<file path="src/rtl/mod_scheduler.sv">
// Modulation sequencer: free-running symbol strobe and PRBS7 baseband bit, plus a
// handshake-driven mode switch that lands on a symbol boundary behind a mid-scale guard.
module mod_scheduler #(
    parameter int unsigned    DW       = 12,
    parameter int unsigned    SYM_DIV  = 1200,
    parameter int unsigned    GUARD    = 16,
    parameter logic [DW-1:0]  MIDSCALE = 12'd2048
) (
    input  logic          clk,
    input  logic          rst_n,
    input  logic          mode_req_valid,
    input  logic [1:0]    mode_req,
    output logic          mode_req_ready,
    input  logic [DW-1:0] ask_data,
    input  logic [DW-1:0] fsk_data,
    input  logic [DW-1:0] bpsk_data,
    output logic          base_bit,
    output logic          sym_stb,
    output logic [1:0]    cur_mode,
    output logic          busy,
    output logic [DW-1:0] adc_data
);

    localparam int unsigned CW = $clog2(SYM_DIV);
    localparam int unsigned GW = (GUARD > 1) ? $clog2(GUARD) : 1;
    localparam logic [CW-1:0] CNT_LAST   = CW'(SYM_DIV - 1);
    localparam logic [GW-1:0] GUARD_LOAD = GW'(GUARD - 1);

    typedef enum logic [1:0] {
        S_RUN,
        S_PEND,
        S_GUARD
    } state_t;

    typedef enum logic [1:0] {
        M_OFF  = 2'd0,
        M_ASK  = 2'd1,
        M_FSK  = 2'd2,
        M_BPSK = 2'd3
    } mode_t;

    logic [CW-1:0] sym_cnt;
    logic [CW-1:0] cnt_next;
    logic [6:0]    lfsr;
    logic [GW-1:0] guard_cnt;
    state_t        state;
    mode_t         cur;
    mode_t         pend_mode;
    mode_t         req_mode;

    always_comb begin
        cnt_next = '0;
        if (sym_cnt != CNT_LAST) begin
            cnt_next = sym_cnt + CW'(1);
        end
    end

    // Strobe is computed from the next count so it is high in the same cycle sym_cnt sits at its last value.
    always_ff @(posedge clk or negedge rst_n) begin
        if (!rst_n) begin
            sym_cnt <= '0;
            sym_stb <= 1'b0;
            lfsr    <= 7'h7F;
        end else begin
            sym_cnt <= cnt_next;
            sym_stb <= (cnt_next == CNT_LAST);
            if (sym_stb) begin
                lfsr <= {lfsr[5:0], lfsr[6] ^ lfsr[5]};
            end
        end
    end

    assign base_bit = lfsr[6];
    assign req_mode = mode_t'(mode_req);
    assign cur_mode = cur;

    always_ff @(posedge clk or negedge rst_n) begin
        if (!rst_n) begin
            state          <= S_RUN;
            cur            <= M_OFF;
            pend_mode      <= M_OFF;
            guard_cnt      <= '0;
            mode_req_ready <= 1'b1;
            busy           <= 1'b0;
            adc_data       <= MIDSCALE;
        end else begin
            case (state)
                S_RUN: begin
                    if (mode_req_valid && mode_req_ready && (req_mode != cur)) begin
                        pend_mode      <= req_mode;
                        state          <= S_PEND;
                        mode_req_ready <= 1'b0;
                        busy           <= 1'b1;
                    end
                end
                S_PEND: begin
                    if (sym_stb) begin
                        state     <= S_GUARD;
                        guard_cnt <= GUARD_LOAD;
                    end
                end
                S_GUARD: begin
                    if (guard_cnt == '0) begin
                        cur            <= pend_mode;
                        state          <= S_RUN;
                        mode_req_ready <= 1'b1;
                        busy           <= 1'b0;
                    end else begin
                        guard_cnt <= guard_cnt - GW'(1);
                    end
                end
                default: begin
                    state <= S_RUN;
                end
            endcase

            if (state == S_GUARD) begin
                adc_data <= MIDSCALE;
            end else begin
                case (cur)
                    M_ASK:   adc_data <= ask_data;
                    M_FSK:   adc_data <= fsk_data;
                    M_BPSK:  adc_data <= bpsk_data;
                    default: adc_data <= MIDSCALE;
                endcase
            end
        end
    end

endmodule

</file>
<file path="config.mk">
export PLATFORM = sky130hd
export DESIGN_NAME = mod_scheduler
export DESIGN_NICKNAME = d
export VERILOG_FILES = /design/src/rtl/mod_scheduler.sv
export SDC_FILE = /design/constraint.sdc
export NUM_CORES = 1
export LEC_CHECK = 0
export CORE_UTILIZATION = 43
export CTS_CLUSTER_DIAMETER = 200
export DETAILED_ROUTE_END_ITERATION = 16
export HOLD_SLACK_MARGIN = 0.15
export PLACE_DENSITY = 0.76
export SETUP_SLACK_MARGIN = 0.1
export SYNTH_ARGS = -nofsm -noshare
export SYNTH_HDL_FRONTEND = slang
export SYNTH_SLANG_ARGS = --single-unit
</file>
<file path="constraint.sdc">
create_clock -name clk -period 1.7 [get_ports clk]
set_clock_uncertainty 0.15 [all_clocks]
set_input_delay 0.425 -clock clk [delete_from_list [all_inputs] [get_ports clk]]
set_output_delay 0.425 -clock clk [all_outputs]
set_load 0.005 [all_outputs]
</file>
# [After elaboration in Yosys (flattened, before gate mapping)]
# Index checks and enable logic that the tools add are counted.
[totals] ff_bits=43 input_bits=41
[classes] eq_ne=12 bitwise_logic=1 n_reduce_logical=11 add_sub_neg=2 muxes=16
[ops] operator="$pmux 12 s3" n=1
[ops] operator="$mux 12" n=1
[ops] operator="$add 11x1->11 const B" n=1
[ops] operator="$eq 11x11->1 const B" n=1
[ops] operator="$mux 11" n=1
[ops] operator="$ne 11x11->1 const B" n=1
[ops] operator="$reduce_and 3->1" n=3
[ops] operator="$mux 4" n=2
[ops] operator="$ne 2x2->1 const B" n=4
[ops] operator="$pmux 4 s2" n=1
[ops] operator="$eq 2x2->1 const B" n=3
[ops] operator="$mux 2" n=3
[ops] operator="$pmux 2 s3" n=1
[ops] operator="$eq 2x1->1 const B" n=2
[ops] operator="$logic_not 4->1" n=1
[ops] operator="$mux 1" n=4
[ops] operator="$pmux 1 s2" n=2
[ops] operator="$reduce_and 2->1" n=2
[ops] operator="$reduce_bool 2->1" n=2
[ops] operator="$sub 4x1->4 const B" n=1
[ops] operator="$logic_and 1x1->1" n=2
[ops] operator="$logic_not 2->1" n=1
[ops] operator="$ne 2x2->1" n=1
[ops] operator="$xor 1x1->1" n=1

# [Depth between registers and ports, before layout]
# Gate-level depths: netlist of run 1.
[logic_depth] word_depth=4 depth_mapped=6

# [Least setup slack after synthesis of run 1]
# No wires, ideal clock.
[synth_path] kind="flip-flop to flip-flop" start="reg guard_cnt[0]" end="reg guard_cnt[0]" path_stages_with_launch=7 path_buffers=0 period_less_slack_ns=1.754 slack_ns=-0.054 t_required_ns=1.425 setup_time_ns=0.125 arrival_time_ns=1.480 path_cell_list="dfrtp_1 -> inv_1 -> ha_1 -> or3b_2 -> nand2_1 -> nand2_1 -> mux2_2"
[synth_between] elab_chain_len=3 elab_cells_between_ends=6 classes_between="add/sub (1); eq/ne (1); mux (2); reduce/logical (2)"
[synth_rtl] element="from (decl)" line_no="45" text="logic [GW-1:0] guard_cnt;"
[synth_rtl] element="from (signal assigned)" line_no="109" text="guard_cnt <= guard_cnt - GW'(1);"
[synth_rtl] element="$sub 4x1->4 or $logic_not 4->1 (tied branches)" line_no="109, 103"
[synth_rtl] element="$mux 4 or $ne 2x2->1 (tied branches)"
[synth_rtl] element="$pmux 4 s2 or $reduce_and 3->1 (tied branches)"
# Several ways; a longest one is shown, not always the timed one. The select of a mux whose other input is x is not followed.
# A chain may end at the register's enable or synchronous reset.

# [Final worst setup path of run 1]
[layout_path] start="reg guard_cnt[1]" end="reg guard_cnt[0]"
[layout_between] elab_chain_len=3
[layout_rtl] element="$logic_not 4->1" line_no="103" text="if (guard_cnt == '0) begin"
[layout_rtl] element="$ne 2x2->1 (no source line)"
[layout_rtl] element="$reduce_and 3->1 (no source line)"
# No other way between the ends.

==> run_summary.xml, run 1 <==
<?xml version="1.0" encoding="UTF-8"?>
<metrics>
  <group name="drt">
    <metric name="detail-route-antenna-nets" unit="">0</metric>
    <metric name="routed_wire_length_per_instance" unit="µm">16.22</metric>
    <metric name="route.vias.total" unit="">1724</metric>
    <metric name="first_iter_violations" unit="">39</metric>
    <metric name="postRouteWirelength" unit="mm">5.272</metric>
    <metric name="viasPerCell" unit="">5.305</metric>
    <metric name="remaining_drc_errors" unit="">0</metric>
    <metric name="dr.pass1.iters" unit="">6</metric>
  </group>
  <group name="final_layout">
    <metric name="design_area" unit="µm²">3167</metric>
    <metric name="layout.cells.most_common" unit="">clkdlybuf4s50_1</metric>
    <metric name="num_antenna_cells" unit="">0</metric>
    <metric name="finalNetCount" unit="">317</metric>
    <metric name="area_delta_synth_final" unit="%">52.10</metric>
    <metric name="drive_above_1_share" unit="">0.3846</metric>
    <metric name="commonest_non_fill_non_tap_cells_in_the_layout" unit="">clkdlybuf4s50_1 (37), dfrtp_1 (32), buf_4 (22)</metric>
  </group>
  <group name="logic_synthesis">
    <metric name="ys_dominant_reg_cell" unit="">dfrtp_1</metric>
    <metric name="avgSynthCellArea" unit="µm²">11.25</metric>
    <metric name="syn_area" unit="µm²">2082</metric>
    <metric name="synth_enable_flop_cells" unit="">0</metric>
    <metric name="synth.yosys.seq_area_share" unit="">0.5222</metric>
    <metric name="synth.ff_latch_count" unit="">43</metric>
    <metric name="synth_cell_type_count" unit="">38</metric>
    <metric name="syn-num-nets" unit="">230</metric>
    <metric name="synth_async_sr_flop_share" unit="">1.000</metric>
    <metric name="synthDominantCellAreaShare" unit="">0.4087</metric>
    <metric name="synthDominantAreaCellType" unit="">dfrtp_1</metric>
    <metric name="synth_area_leaders" unit="">dfrtp_1 (41%), mux2_2 (12%), dfstp_2 (11%)</metric>
    <metric name="synthCells" unit="">185</metric>
    <metric name="synth.yosys.warnings" unit="">0</metric>
  </group>
  <group name="grt">
    <metric name="grt_max_degree" unit="">44</metric>
    <metric name="global_route_wire_length_before_repair" unit="mm">7.852</metric>
    <metric name="grt_pass1_vias" unit="">1727</metric>
    <metric name="global_route.overflow_total" unit="">0</metric>
    <metric name="grtUsageTotal" unit="">0.2004</metric>
    <metric name="initial_antenna_violation_count" unit="">0</metric>
  </group>
  <group name="floorplan">
    <metric name="top_level_i_o_count" unit="">59</metric>
    <metric name="die_height" unit="µm">71.59</metric>
    <metric name="core_outline_area" unit="µm²">4504</metric>
    <metric name="placementRows" unit="">24</metric>
    <metric name="die_w" unit="µm">71.59</metric>
    <metric name="initial_core_utilization" unit="">0.4622</metric>
    <metric name="die_area" unit="µm²">5124</metric>
  </group>
  <group name="power">
    <metric name="ir_worst_vdd" unit="mV">0.4327</metric>
    <metric name="p_leak" unit="µW">0.001424</metric>
    <metric name="power_per_cell_area" unit="nW/µm²">574.2</metric>
  </group>
  <group name="sta">
    <metric name="slew_viol_final" unit="">0</metric>
    <metric name="rsz_0062_raised_after_global_routing" unit="">yes</metric>
    <metric name="relative_slew_slack" unit="">0.7799</metric>
    <metric name="final.period_utilization" unit="">1.007</metric>
    <metric name="final.hold.worst_slack" unit="ns">0.3450</metric>
    <metric name="timing_worst_slew_pin_value" unit="ns">0.3295</metric>
    <metric name="period_needed" unit="ns">1.712</metric>
    <metric name="max_freq" unit="MHz">584.0</metric>
    <metric name="final_hold_viol_count" unit="">0</metric>
    <metric name="fin_ws" unit="ns">-0.01243</metric>
    <metric name="finalSetupViolCount" unit="">3</metric>
  </group>
  <group name="clocking">
    <metric name="cts-htree-levels" unit="">2</metric>
    <metric name="max-clock-path-buffers" unit="">2</metric>
    <metric name="clk_transition_reported_paths" unit="ns">0.08</metric>
    <metric name="clk_sinks" unit="">43</metric>
    <metric name="cts_tree" unit="">done</metric>
    <metric name="cts-root-buf" unit="">clkbuf_8</metric>
    <metric name="numCtsBuffers" unit="">5</metric>
    <metric name="clock_insertion_delay_worst_skew" unit="ns">0.30</metric>
  </group>
  <group name="critical_path">
    <metric name="regToRegSetupSlack" unit="ns">-0.01</metric>
    <metric name="critPathMaxFanout" unit="">4</metric>
    <metric name="timing.setup.critical_path_class" unit="">register to register</metric>
    <metric name="critical_path.endpoint_type" unit="">register</metric>
    <metric name="worstPathArrival" unit="ns">1.75</metric>
    <metric name="worst_setup_path_start_kind" unit="">register</metric>
    <metric name="cp_data_required_time" unit="ns">1.74</metric>
  </group>
  <group name="outcome">
    <metric name="outcome" unit="">finished with violations</metric>
    <metric name="failed_checks" unit="">setup timing</metric>
  </group>
  <group name="min_path">
    <metric name="timing.hold.worst.class" unit="">register to register</metric>
  </group>
  <group name="placed_design">
    <metric name="post_dp_cell_area" unit="µm²">2793</metric>
    <metric name="gp_congestion" unit="">0.8122</metric>
    <metric name="port_buffers" unit="">58</metric>
    <metric name="place_hpwl" unit="mm">3.337</metric>
  </group>
  <group name="flow_run">
    <metric name="max_cap_viol_count" unit="">0</metric>
  </group>
</metrics>
critical path, cell delays in order (launching register included):
cell and delay (ns):
dfrtp_1 0.40, inv_2 0.08, ha_4 0.13, or3b_4 0.42
nand2_4 0.11, nand2_4 0.05, mux2_4 0.25
layout make-up:
cell class	count	area [µm²]
fill	336	1338
multi-input combinational	127	1097
sequential	43	1090
timing repair buffer	88	795.8
clock buffer	5	68.82
tap	52	65.06
inverter	7	26.28
clock inverter	3	23.77
registers in the layout (all words and copies together), names as in the netlist, 2 cells and up:
register,flops
cur_mode,2
state,2
sym_cnt,11
guard_cnt,4
adc_data,12
pend_mode,2
lfsr,7
cell families (layout without fill, tap and decap cells):
| kind of cell | count (synthesis) | count (layout) | synth area share |
|---|---|---|---|
| AND/OR/NAND/NOR | 60 | 60 | 0.1460 |
| flip-flops | 43 | 43 | 0.5222 |
| AO/OA/AOI/OAI | 26 | 26 | 0.08895 |
| multiplexers | 24 | 24 | 0.1334 |
| buffers and inverters | 15 | 103 | 0.03065 |
| XOR/XNOR | 13 | 13 | 0.05469 |
| adder cells (fa/ha/maj) | 4 | 4 | 0.02404 |
through the flow:
step / TNS, ns / util / setup WS (ns) / std cells / total power [µW]
after floorplan: 0 / - / 0.01160 / 185 / 1059
after global placement: -2.505 / 0.6200 / -0.4233 / 299 / 1174
after detailed placement: -2.567 / 0.6200 / -0.4275 / 299 / 1176
after CTS: -0.1351 / 0.6681 / -0.06290 / 321 / 1840
after global routing: -0.2899 / 0.7031 / -0.09311 / 325 / 1887
final: -0.01395 / 0.7031 / -0.01243 / 325 / 1818
report_power, final:
part           internal, µW  leakage [µW]  switching [µW]
sequential             1020      0.000540               0
combinational          96.5      0.000843            38.6
clock                   294     0.0000408             367
layer usage:
layer,vias to the layer above,GRT usage,part of all wire
met5,-,0,0
met4,0,0.06318,0.022
met3,8,0.04501,0.031
met2,32,0.3767,0.56
met1,865,0.2248,0.39
li1,819,-,-
cells in the mapped netlist, drive strengths merged (2+ instances only):
cell type,count
nor3,5
xnor2,5
a21oi,2
nor2,19
dfrtp,34
nand2,12
inv,7
ha,4
buf,4
nand4,2
a22oi,11
xor2,8
dfstp,9
and3,2
clkbuf,4
mux2,24
o21ai,5
nor2b,3
nand3,7
a2bb2oi,2
final timing paths:
| path | end | startpoint | depth (start not counted) |
|---|---|---|---|
| worst min-delay path | lfsr[0]$_DFFE_PN1P_ | lfsr[0]$_DFFE_PN1P_ | 2 |
| worst max-delay path | guard_cnt[0]$_DFFE_PN0P_ | guard_cnt[1]$_DFFE_PN0P_ | 6 |
| max in group asynchronous | adc_data[11]$_DFF_PN1_ | rst_n | 3 |
| min in group asynchronous | cur_mode[0]$_DFFE_PN0P_ | rst_n | 3 |
| worst min register to register | lfsr[0]$_DFFE_PN1P_ | lfsr[0]$_DFFE_PN1P_ | 2 |
| worst max register to register | guard_cnt[0]$_DFFE_PN0P_ | guard_cnt[1]$_DFFE_PN0P_ | 6 |
what timing repair did:
| action | CTS | global route |
|---|---|---|
| setup endpoints to repair | 37 | 29 |
| hold endpoints to repair | 34 | 0 |
| hold buffers | 1 | 0 |
| gates cloned | 0 | 1 |
| pin swaps | 7 | 8 |
| gates resized for setup | 48 | 32 |
| setup buffers | 13 | 3 |
No activity file was read; power rests on OpenSTA's default activity.
==> inputs of run 2 (changes only) <==
--- a/config.mk
+++ b/config.mk
@@ -5,11 +5,11 @@
 export SDC_FILE = /design/constraint.sdc
 export NUM_CORES = 1
 export LEC_CHECK = 0
-export CORE_UTILIZATION = 43
+export CORE_UTILIZATION = 50
 export CTS_CLUSTER_DIAMETER = 200
 export DETAILED_ROUTE_END_ITERATION = 16
 export HOLD_SLACK_MARGIN = 0.15
-export PLACE_DENSITY = 0.76
+export PLACE_DENSITY = 0.83
 export SETUP_SLACK_MARGIN = 0.1
 export SYNTH_ARGS = -nofsm -noshare
 export SYNTH_HDL_FRONTEND = slang
==> constraint.sdc (replaced) <==
create_clock -name clk -period 2.05 [get_ports clk]
set_clock_uncertainty 0.15 [all_clocks]
set_input_delay 0.5125 -clock clk [delete_from_list [all_inputs] [get_ports clk]]
set_output_delay 0.5125 -clock clk [all_outputs]
set_load 0.005 [all_outputs]
==> run_summary.xml, run 2 (synthesized netlist as in run 1, its figures left out) <==
<?xml version="1.0" encoding="UTF-8"?>
<metrics>
  <group name="outcome">
    <metric name="outcome" unit="">complete, no violations</metric>
  </group>
  <group name="final_layout">
    <metric name="sequential_cell_area" unit="µm²">1090</metric>
    <metric name="largest_register_ffs" unit="">12</metric>
    <metric name="stdcell_count" unit="">306</metric>
    <metric name="utilization" unit="">0.7191</metric>
    <metric name="reg_top3" unit="">adc_data (12), sym_cnt (11), lfsr (7)</metric>
    <metric name="drive_above_1_share" unit="">0.2344</metric>
    <metric name="max_flop_register" unit="">adc_data</metric>
    <metric name="finalNetCount" unit="">300</metric>
    <metric name="commonest_non_fill_non_tap_cells_in_the_layout" unit="">clkdlybuf4s50_1 (53), dfrtp_1 (32), mux2_2 (22)</metric>
    <metric name="multi_input_area" unit="µm²">938.4</metric>
    <metric name="num_antenna_cells" unit="">0</metric>
    <metric name="area_delta_synth_final" unit="%">38.16</metric>
    <metric name="layout.cells.most_common" unit="">clkdlybuf4s50_1</metric>
    <metric name="filler_cell_count" unit="">295</metric>
  </group>
  <group name="critical_path">
    <metric name="worstPathArrival" unit="ns">1.24</metric>
    <metric name="timing.critical_path.from" unit="">cur_mode[1]$_DFFE_PN0P_</metric>
    <metric name="r2r_end" unit="">pend_mode[0]$_DFFE_PN0P_</metric>
    <metric name="critical_path.slowest_cell" unit="">clkdlybuf4s50_1</metric>
    <metric name="cp_data_required_time" unit="ns">1.39</metric>
    <metric name="critPathMaxFanout" unit="">5</metric>
    <metric name="critical_path.endpoint_type" unit="">output port</metric>
    <metric name="kind_of_cell_with_the_highest_combined_delay_on_the_critical_path" unit="">buffers and inverters</metric>
    <metric name="regToRegSetupSlack" unit="ns">0.25</metric>
    <metric name="r2r_cells" unit="">5</metric>
    <metric name="cp_cell_sequence" unit="">clkdlybuf4s50_1</metric>
    <metric name="timing.setup.critical_path_class" unit="">register to output port</metric>
    <metric name="worst_setup_path_start_kind" unit="">register</metric>
    <metric name="endpoint" unit="">cur_mode[1]</metric>
    <metric name="rr_startpoint" unit="">cur_mode[1]$_DFFE_PN0P_</metric>
    <metric name="delay_contributed_by_the_slowest_stage_of_the_critical_path" unit="ns">0.52</metric>
    <metric name="critPathBufInv" unit="">1</metric>
    <metric name="number_of_gates_on_the_worst_path_with_buffers_counted" unit="">1</metric>
  </group>
  <group name="drt">
    <metric name="detail-route-antenna-nets" unit="">0</metric>
    <metric name="viasPerCell" unit="">5.353</metric>
    <metric name="routed_wire_length_per_instance" unit="µm">15.56</metric>
    <metric name="route.vias.total" unit="">1638</metric>
    <metric name="postRouteWirelength" unit="mm">4.761</metric>
    <metric name="dr.pass1.iters" unit="">4</metric>
    <metric name="first_iter_violations" unit="">76</metric>
    <metric name="remaining_drc_errors" unit="">0</metric>
  </group>
  <group name="floorplan">
    <metric name="die_w" unit="µm">66.53</metric>
    <metric name="placementRows" unit="">23</metric>
    <metric name="die_height" unit="µm">66.53</metric>
    <metric name="die_area" unit="µm²">4426</metric>
    <metric name="top_level_i_o_count" unit="">59</metric>
    <metric name="core_outline_area" unit="µm²">4000</metric>
    <metric name="initial_core_utilization" unit="">0.5205</metric>
  </group>
  <group name="sta">
    <metric name="fin_ws" unit="ns">0.1497</metric>
    <metric name="rsz_0062_raised_after_global_routing" unit="">no</metric>
    <metric name="final.period_utilization" unit="">0.9270</metric>
    <metric name="slew_viol_final" unit="">0</metric>
    <metric name="final.hold.worst_slack" unit="ns">0.3474</metric>
    <metric name="timing_worst_slew_pin_value" unit="ns">0.5371</metric>
    <metric name="relative_slew_slack" unit="">0.6419</metric>
    <metric name="finalSetupViolCount" unit="">0</metric>
    <metric name="max_freq" unit="MHz">526.2</metric>
    <metric name="period_needed" unit="ns">1.900</metric>
    <metric name="final_hold_viol_count" unit="">0</metric>
  </group>
  <group name="grt">
    <metric name="top_usage_layer" unit="">met2</metric>
    <metric name="global_route.overflow_total" unit="">0</metric>
    <metric name="grt_max_degree" unit="">44</metric>
    <metric name="initial_antenna_violation_count" unit="">0</metric>
    <metric name="grt_pass1_vias" unit="">1704</metric>
    <metric name="gr-usage-met3" unit="">0.05479</metric>
    <metric name="grtUsageMet1" unit="">0.2497</metric>
    <metric name="grtUsageTotal" unit="">0.2407</metric>
    <metric name="global_route_wire_length_before_repair" unit="mm">7.728</metric>
    <metric name="grt_util_met2" unit="">0.4375</metric>
  </group>
  <group name="power">
    <metric name="ir_worst_vdd" unit="mV">0.4802</metric>
    <metric name="power" unit="µW">1490</metric>
    <metric name="power_per_cell_area" unit="nW/µm²">518.1</metric>
    <metric name="p_leak" unit="µW">0.001238</metric>
  </group>
  <group name="clocking">
    <metric name="cts-root-buf" unit="">clkbuf_8</metric>
    <metric name="clock_insertion_delay_worst_skew" unit="ns">0.30</metric>
    <metric name="max-clock-path-buffers" unit="">2</metric>
    <metric name="clk_transition_reported_paths" unit="ns">0.09</metric>
    <metric name="cts_tree" unit="">done</metric>
    <metric name="numCtsBuffers" unit="">5</metric>
    <metric name="cts-htree-levels" unit="">2</metric>
    <metric name="clk_sinks" unit="">43</metric>
  </group>
  <group name="placed_design">
    <metric name="detailedPlace.worstSlack" unit="ns">-0.1957</metric>
    <metric name="place_hpwl" unit="mm">3.481</metric>
    <metric name="port_buffers" unit="">58</metric>
    <metric name="place_inst" unit="">292</metric>
    <metric name="gp_congestion" unit="">0.8781</metric>
  </group>
  <group name="min_path">
    <metric name="timing.hold.worst.class" unit="">register to register</metric>
    <metric name="whs_path_cells" unit="">2</metric>
  </group>
  <group name="flow_run">
    <metric name="max_cap_viol_count" unit="">0</metric>
  </group>
</metrics>
run 2: cell count changes in the layout (fill, tap and decap cells not counted), moves of 3 or more:
cell | previous run | this run
a22oi_1 | 7 | 11
a22oi_2 | 4 | 0
buf_2 | 6 | 1
buf_4 | 22 | 12
buf_6 | 4 | 0
clkdlybuf4s50_1 | 37 | 53
dlygate4sd2_1 | 16 | 3
mux2_2 | 19 | 22
mux2_4 | 5 | 2
o21ai_0 | 2 | 5
run 2: repair_timing:
| item | CTS | global route |
|---|---|---|
| cloned | 0 | 0 |
| hold buffers | 1 | 0 |
| endpoints found under the setup margin | 5 | 16 |
| gates resized for setup | 5 | 5 |
| setup buffers | 2 | 3 |
| pin swaps | 0 | 0 |
| endpoints found under the hold margin | 34 | 0 |
run 2: worst min-delay path by stage:
| stage | from | to | slack [ns] |
|---|---|---|---|
| after floorplan | rst_n | adc_data[0]$_DFF_PN0_ | 0.07 |
| after global placement | busy$_DFFE_PN0P_ | busy$_DFFE_PN0P_ | 0.31 |
| after detailed placement | busy$_DFFE_PN0P_ | busy$_DFFE_PN0P_ | 0.33 |
| after CTS | busy$_DFFE_PN0P_ | busy$_DFFE_PN0P_ | 0.35 |
| after global routing | sym_cnt[0]$_DFF_PN0_ | sym_cnt[0]$_DFF_PN0_ | 0.38 |
| final | busy$_DFFE_PN0P_ | busy$_DFFE_PN0P_ | 0.35 |
run 2: per-stage QoR:
| stage | setup TNS, ns | instance area (µm²) |
|---|---|---|
| after floorplan | 0 | 2082 |
| after detailed placement | -0.5442 | 2735 |
| after global routing | 0 | 2877 |
| after global placement | -0.4004 | 2735 |
| final | 0 | 2877 |
| after CTS | 0 | 2844 |
run 2: layer usage:
| metal | vias to the layer above | wire length [µm] |
|---|---|---|
| met4 | 0 | 139 |
| li1 | 789 | - |
| met5 | - | 0 |
| met1 | 795 | 1897 |
| met2 | 38 | 2567 |
| met3 | 16 | 157 |
run 2: cell type report:
type | count | share of cell area
Clock buffer | 6 | 0.02523
Clock inverter | 2 | 0.004350
Inverter | 7 | 0.009134
Multi-Input combinational cell | 127 | 0.3262
Sequential cell | 43 | 0.3789
Tap cell | 50 | 0.02175
Timing Repair Buffer | 71 | 0.2344
run 2: power by group:
| part | internal (µW) | total [µW] | switching, µW |
|---|---|---|---|
| clock network | 238 | 533 | 295 |
| logic | 77.4 | 109 | 31.3 |
| registers | 848 | 848 | 0 |
| total | 1160 | 1490 | 326 |
==> inputs of run 3 (changes only) <==
--- a/config.mk
+++ b/config.mk
@@ -6,10 +6,11 @@
 export NUM_CORES = 1
 export LEC_CHECK = 0
 export CORE_UTILIZATION = 50
+export CTS_BUF_LIST = sky130_fd_sc_hd__clkbuf_4
 export CTS_CLUSTER_DIAMETER = 200
 export DETAILED_ROUTE_END_ITERATION = 16
+export DONT_BUFFER_PORTS = 1
 export HOLD_SLACK_MARGIN = 0.15
-export PLACE_DENSITY = 0.83
 export SETUP_SLACK_MARGIN = 0.1
 export SYNTH_ARGS = -nofsm -noshare
 export SYNTH_HDL_FRONTEND = slang
==> run_summary.xml, run 3 (synthesized netlist as in run 1, its figures left out) <==
<?xml version="1.0" encoding="UTF-8"?>
<metrics>
  <group name="final_layout">
    <metric name="reg_top3" unit="">adc_data (12), sym_cnt (11), lfsr (7)</metric>
    <metric name="max_flop_register" unit="">adc_data</metric>
    <metric name="design_area" unit="µm²">2252</metric>
    <metric name="area_delta_synth_final" unit="%">8.173</metric>
    <metric name="largest_register_ffs" unit="">12</metric>
    <metric name="num_antenna_cells" unit="">0</metric>
    <metric name="commonest_non_fill_non_tap_cells_in_the_layout" unit="">dfrtp_1 (34), mux2_2 (22), nor2_1 (19)</metric>
    <metric name="stdcell_count" unit="">243</metric>
    <metric name="layout.cells.most_common" unit="">dfrtp_1</metric>
    <metric name="finalNetCount" unit="">237</metric>
    <metric name="drive_above_1_share" unit="">0.2539</metric>
  </group>
  <group name="placed_design">
    <metric name="gp_congestion" unit="">0.8966</metric>
    <metric name="post_dp_cell_area" unit="µm²">2130</metric>
    <metric name="port_buffers" unit="">0</metric>
    <metric name="detailedPlace.worstSlack" unit="ns">0.1455</metric>
    <metric name="place_inst" unit="">230</metric>
    <metric name="place_hpwl" unit="mm">2.751</metric>
  </group>
  <group name="power">
    <metric name="p_leak" unit="µW">0.0009825</metric>
    <metric name="comb_power_share" unit="">0.032</metric>
    <metric name="seq_power_share" unit="">0.649</metric>
    <metric name="ir_worst_vdd" unit="mV">0.3288</metric>
    <metric name="power_switching_share" unit="">0.2133</metric>
    <metric name="psw" unit="µW">279.0</metric>
    <metric name="clock_power_share" unit="">0.319</metric>
    <metric name="internal-power" unit="µW">1029</metric>
    <metric name="power_per_cell_area" unit="nW/µm²">580.8</metric>
  </group>
  <group name="floorplan">
    <metric name="die_area" unit="µm²">4426</metric>
    <metric name="initial_core_utilization" unit="">0.5205</metric>
    <metric name="die_height" unit="µm">66.53</metric>
    <metric name="die_w" unit="µm">66.53</metric>
    <metric name="top_level_i_o_count" unit="">59</metric>
    <metric name="core_outline_area" unit="µm²">4000</metric>
    <metric name="placementRows" unit="">23</metric>
  </group>
  <group name="grt">
    <metric name="grtUsageTotal" unit="">0.2047</metric>
    <metric name="global_route.overflow_total" unit="">0</metric>
    <metric name="initial_antenna_violation_count" unit="">0</metric>
    <metric name="grt_max_degree" unit="">44</metric>
    <metric name="global_route_wire_length_before_repair" unit="mm">6.624</metric>
    <metric name="grt_pass1_vias" unit="">1472</metric>
  </group>
  <group name="clocking">
    <metric name="clk_transition_reported_paths" unit="ns">0.11</metric>
    <metric name="cts-root-buf" unit="">clkbuf_4</metric>
    <metric name="clk_sinks" unit="">43</metric>
    <metric name="clock_insertion_delay_worst_skew" unit="ns">0.35</metric>
    <metric name="max-clock-path-buffers" unit="">2</metric>
    <metric name="numCtsBuffers" unit="">5</metric>
    <metric name="postCtsSetupBuffers" unit="">0</metric>
    <metric name="cts-htree-levels" unit="">2</metric>
    <metric name="cts_tree" unit="">done</metric>
  </group>
  <group name="critical_path">
    <metric name="rr_startpoint" unit="">guard_cnt[0]$_DFFE_PN0P_</metric>
    <metric name="r2r_cells" unit="">6</metric>
    <metric name="regToRegSetupSlack" unit="ns">0.14</metric>
    <metric name="delay_contributed_by_the_slowest_stage_of_the_critical_path" unit="ns">0.50</metric>
    <metric name="critical_path.slowest_cell" unit="">or3b_2</metric>
    <metric name="worst_setup_path_start_kind" unit="">register</metric>
    <metric name="kind_of_cell_with_the_highest_combined_delay_on_the_critical_path" unit="">simple AND/OR/NAND/NOR gates</metric>
    <metric name="critPathBufInv" unit="">1</metric>
    <metric name="critical_path.endpoint_type" unit="">register</metric>
    <metric name="r2r_end" unit="">guard_cnt[0]$_DFFE_PN0P_</metric>
    <metric name="worstPathArrival" unit="ns">2.01</metric>
    <metric name="timing.setup.critical_path_class" unit="">register to register</metric>
    <metric name="cp_cell_sequence" unit="">inv_1, ha_1, or3b_2, nand2_2, nand2_1, mux2_2</metric>
    <metric name="cp_data_required_time" unit="ns">2.15</metric>
    <metric name="critPathMaxFanout" unit="">4</metric>
  </group>
  <group name="flow_run">
    <metric name="max_cap_viol_count" unit="">0</metric>
  </group>
  <group name="sta">
    <metric name="final_hold_viol_count" unit="">0</metric>
    <metric name="slew_viol_final" unit="">0</metric>
    <metric name="setup_total_negative_slack" unit="ns">0</metric>
    <metric name="timing_worst_slew_pin_value" unit="ns">0.4732</metric>
    <metric name="final.hold.worst_slack" unit="ns">0.1725</metric>
    <metric name="finalSetupViolCount" unit="">0</metric>
    <metric name="max_freq" unit="MHz">523.0</metric>
    <metric name="relative_slew_slack" unit="">0.6831</metric>
    <metric name="rsz_0062_raised_after_global_routing" unit="">yes</metric>
    <metric name="period_needed" unit="ns">1.912</metric>
    <metric name="fin_ws" unit="ns">0.1379</metric>
    <metric name="final.period_utilization" unit="">0.9327</metric>
  </group>
  <group name="drt">
    <metric name="first_iter_violations" unit="">70</metric>
    <metric name="remaining_drc_errors" unit="">0</metric>
    <metric name="viasPerCell" unit="">5.778</metric>
    <metric name="routed_wire_length_per_instance" unit="µm">15.90</metric>
    <metric name="dr.pass1.iters" unit="">4</metric>
    <metric name="postRouteWirelength" unit="mm">3.863</metric>
    <metric name="route.vias.total" unit="">1404</metric>
    <metric name="detail-route-antenna-nets" unit="">0</metric>
  </group>
  <group name="min_path">
    <metric name="hold_path_startpoint" unit="">fsk_data[1]</metric>
    <metric name="whs_path_cells" unit="">2</metric>
    <metric name="timing.hold.worst.class" unit="">input pin to register</metric>
    <metric name="hold-path-endpoint" unit="">adc_data[1]$_DFF_PN0_</metric>
  </group>
  <group name="outcome">
    <metric name="outcome" unit="">complete, no violations</metric>
  </group>
</metrics>
-- run 3: changes by cell type in the layout (fill, tap and decap cells not counted), sizes merged --
cell / previous run / this run
buf: 13 / 4
dlygate4sd3: 1 / 4
clkdlybuf4s50: 53 / 0
dlymetal6s2s: 1 / 0
dlygate4sd2: 3 / 0
clkinvlp: 1 / 0
clkbuf: 6 / 7
-- run 3: worst register-to-register path, cell delays in order (launching register included) --
cell,delay (ns)
dfrtp_1,0.40
inv_1,0.12
ha_1,0.18
or3b_2,0.50
nand2_2,0.12
nand2_1,0.08
mux2_2,0.27
-- run 3: stage by stage --
stage	power [µW]	util
after floorplan	878.5	-
after global placement	879.5	0.5324
after detailed placement	879.9	0.5324
after CTS	1331	0.5618
after global routing	1376	0.5630
final	1308	0.5630
-- run 3: repair_timing --
item	in CTS	in global routing
gates resized for setup	0	2
hold buffers	5	0
endpoints found under the hold margin	46	0
endpoints found under the setup margin	0	12
-- run 3: worst max path at each step --
stage                     cells past startpoint                     start  slack [ns]                  endpoint
after floorplan                               6  guard_cnt[0]$_DFFE_PN0P_        0.30  guard_cnt[0]$_DFFE_PN0P_
after global placement                        6  guard_cnt[0]$_DFFE_PN0P_        0.27  guard_cnt[0]$_DFFE_PN0P_
after detailed placement                      6  guard_cnt[0]$_DFFE_PN0P_        0.15  guard_cnt[0]$_DFFE_PN0P_
after CTS                                     6  guard_cnt[0]$_DFFE_PN0P_        0.13  guard_cnt[0]$_DFFE_PN0P_
after global routing                          6  guard_cnt[1]$_DFFE_PN0P_        0.05  guard_cnt[0]$_DFFE_PN0P_
final                                         6  guard_cnt[0]$_DFFE_PN0P_        0.14  guard_cnt[0]$_DFFE_PN0P_
-- run 3: cell type report --
class | instances | area (µm²)
Clock buffer | 7 | 52.55
Clock inverter | 1 | 5.005
Fill cell | 352 | 1748
Inverter | 7 | 26.28
Multi-Input combinational cell | 127 | 935.9
Sequential cell | 43 | 1087
Tap cell | 50 | 62.56
Timing Repair Buffer | 8 | 82.58
-- run 3: metal layers --
metal	global-route usage	wire length, µm	vias up
met5	0	0	-
met4	0.09043	59	0
met3	0.06507	270	4
met2	0.3431	1868	55
met1	0.2389	1664	680
li1	-	-	665
-- run 3: power groups by stage --
stage / Combinational [µW] / Clock, µW / Sequential [µW]
floorplan: 13.8 / 0 / 865
global placement: 14.8 / 0 / 865
detailed placement: 15.3 / 0 / 865
CTS: 42.8 / 439 / 849
global route: 46.8 / 480 / 849
finish: 41.4 / 418 / 849
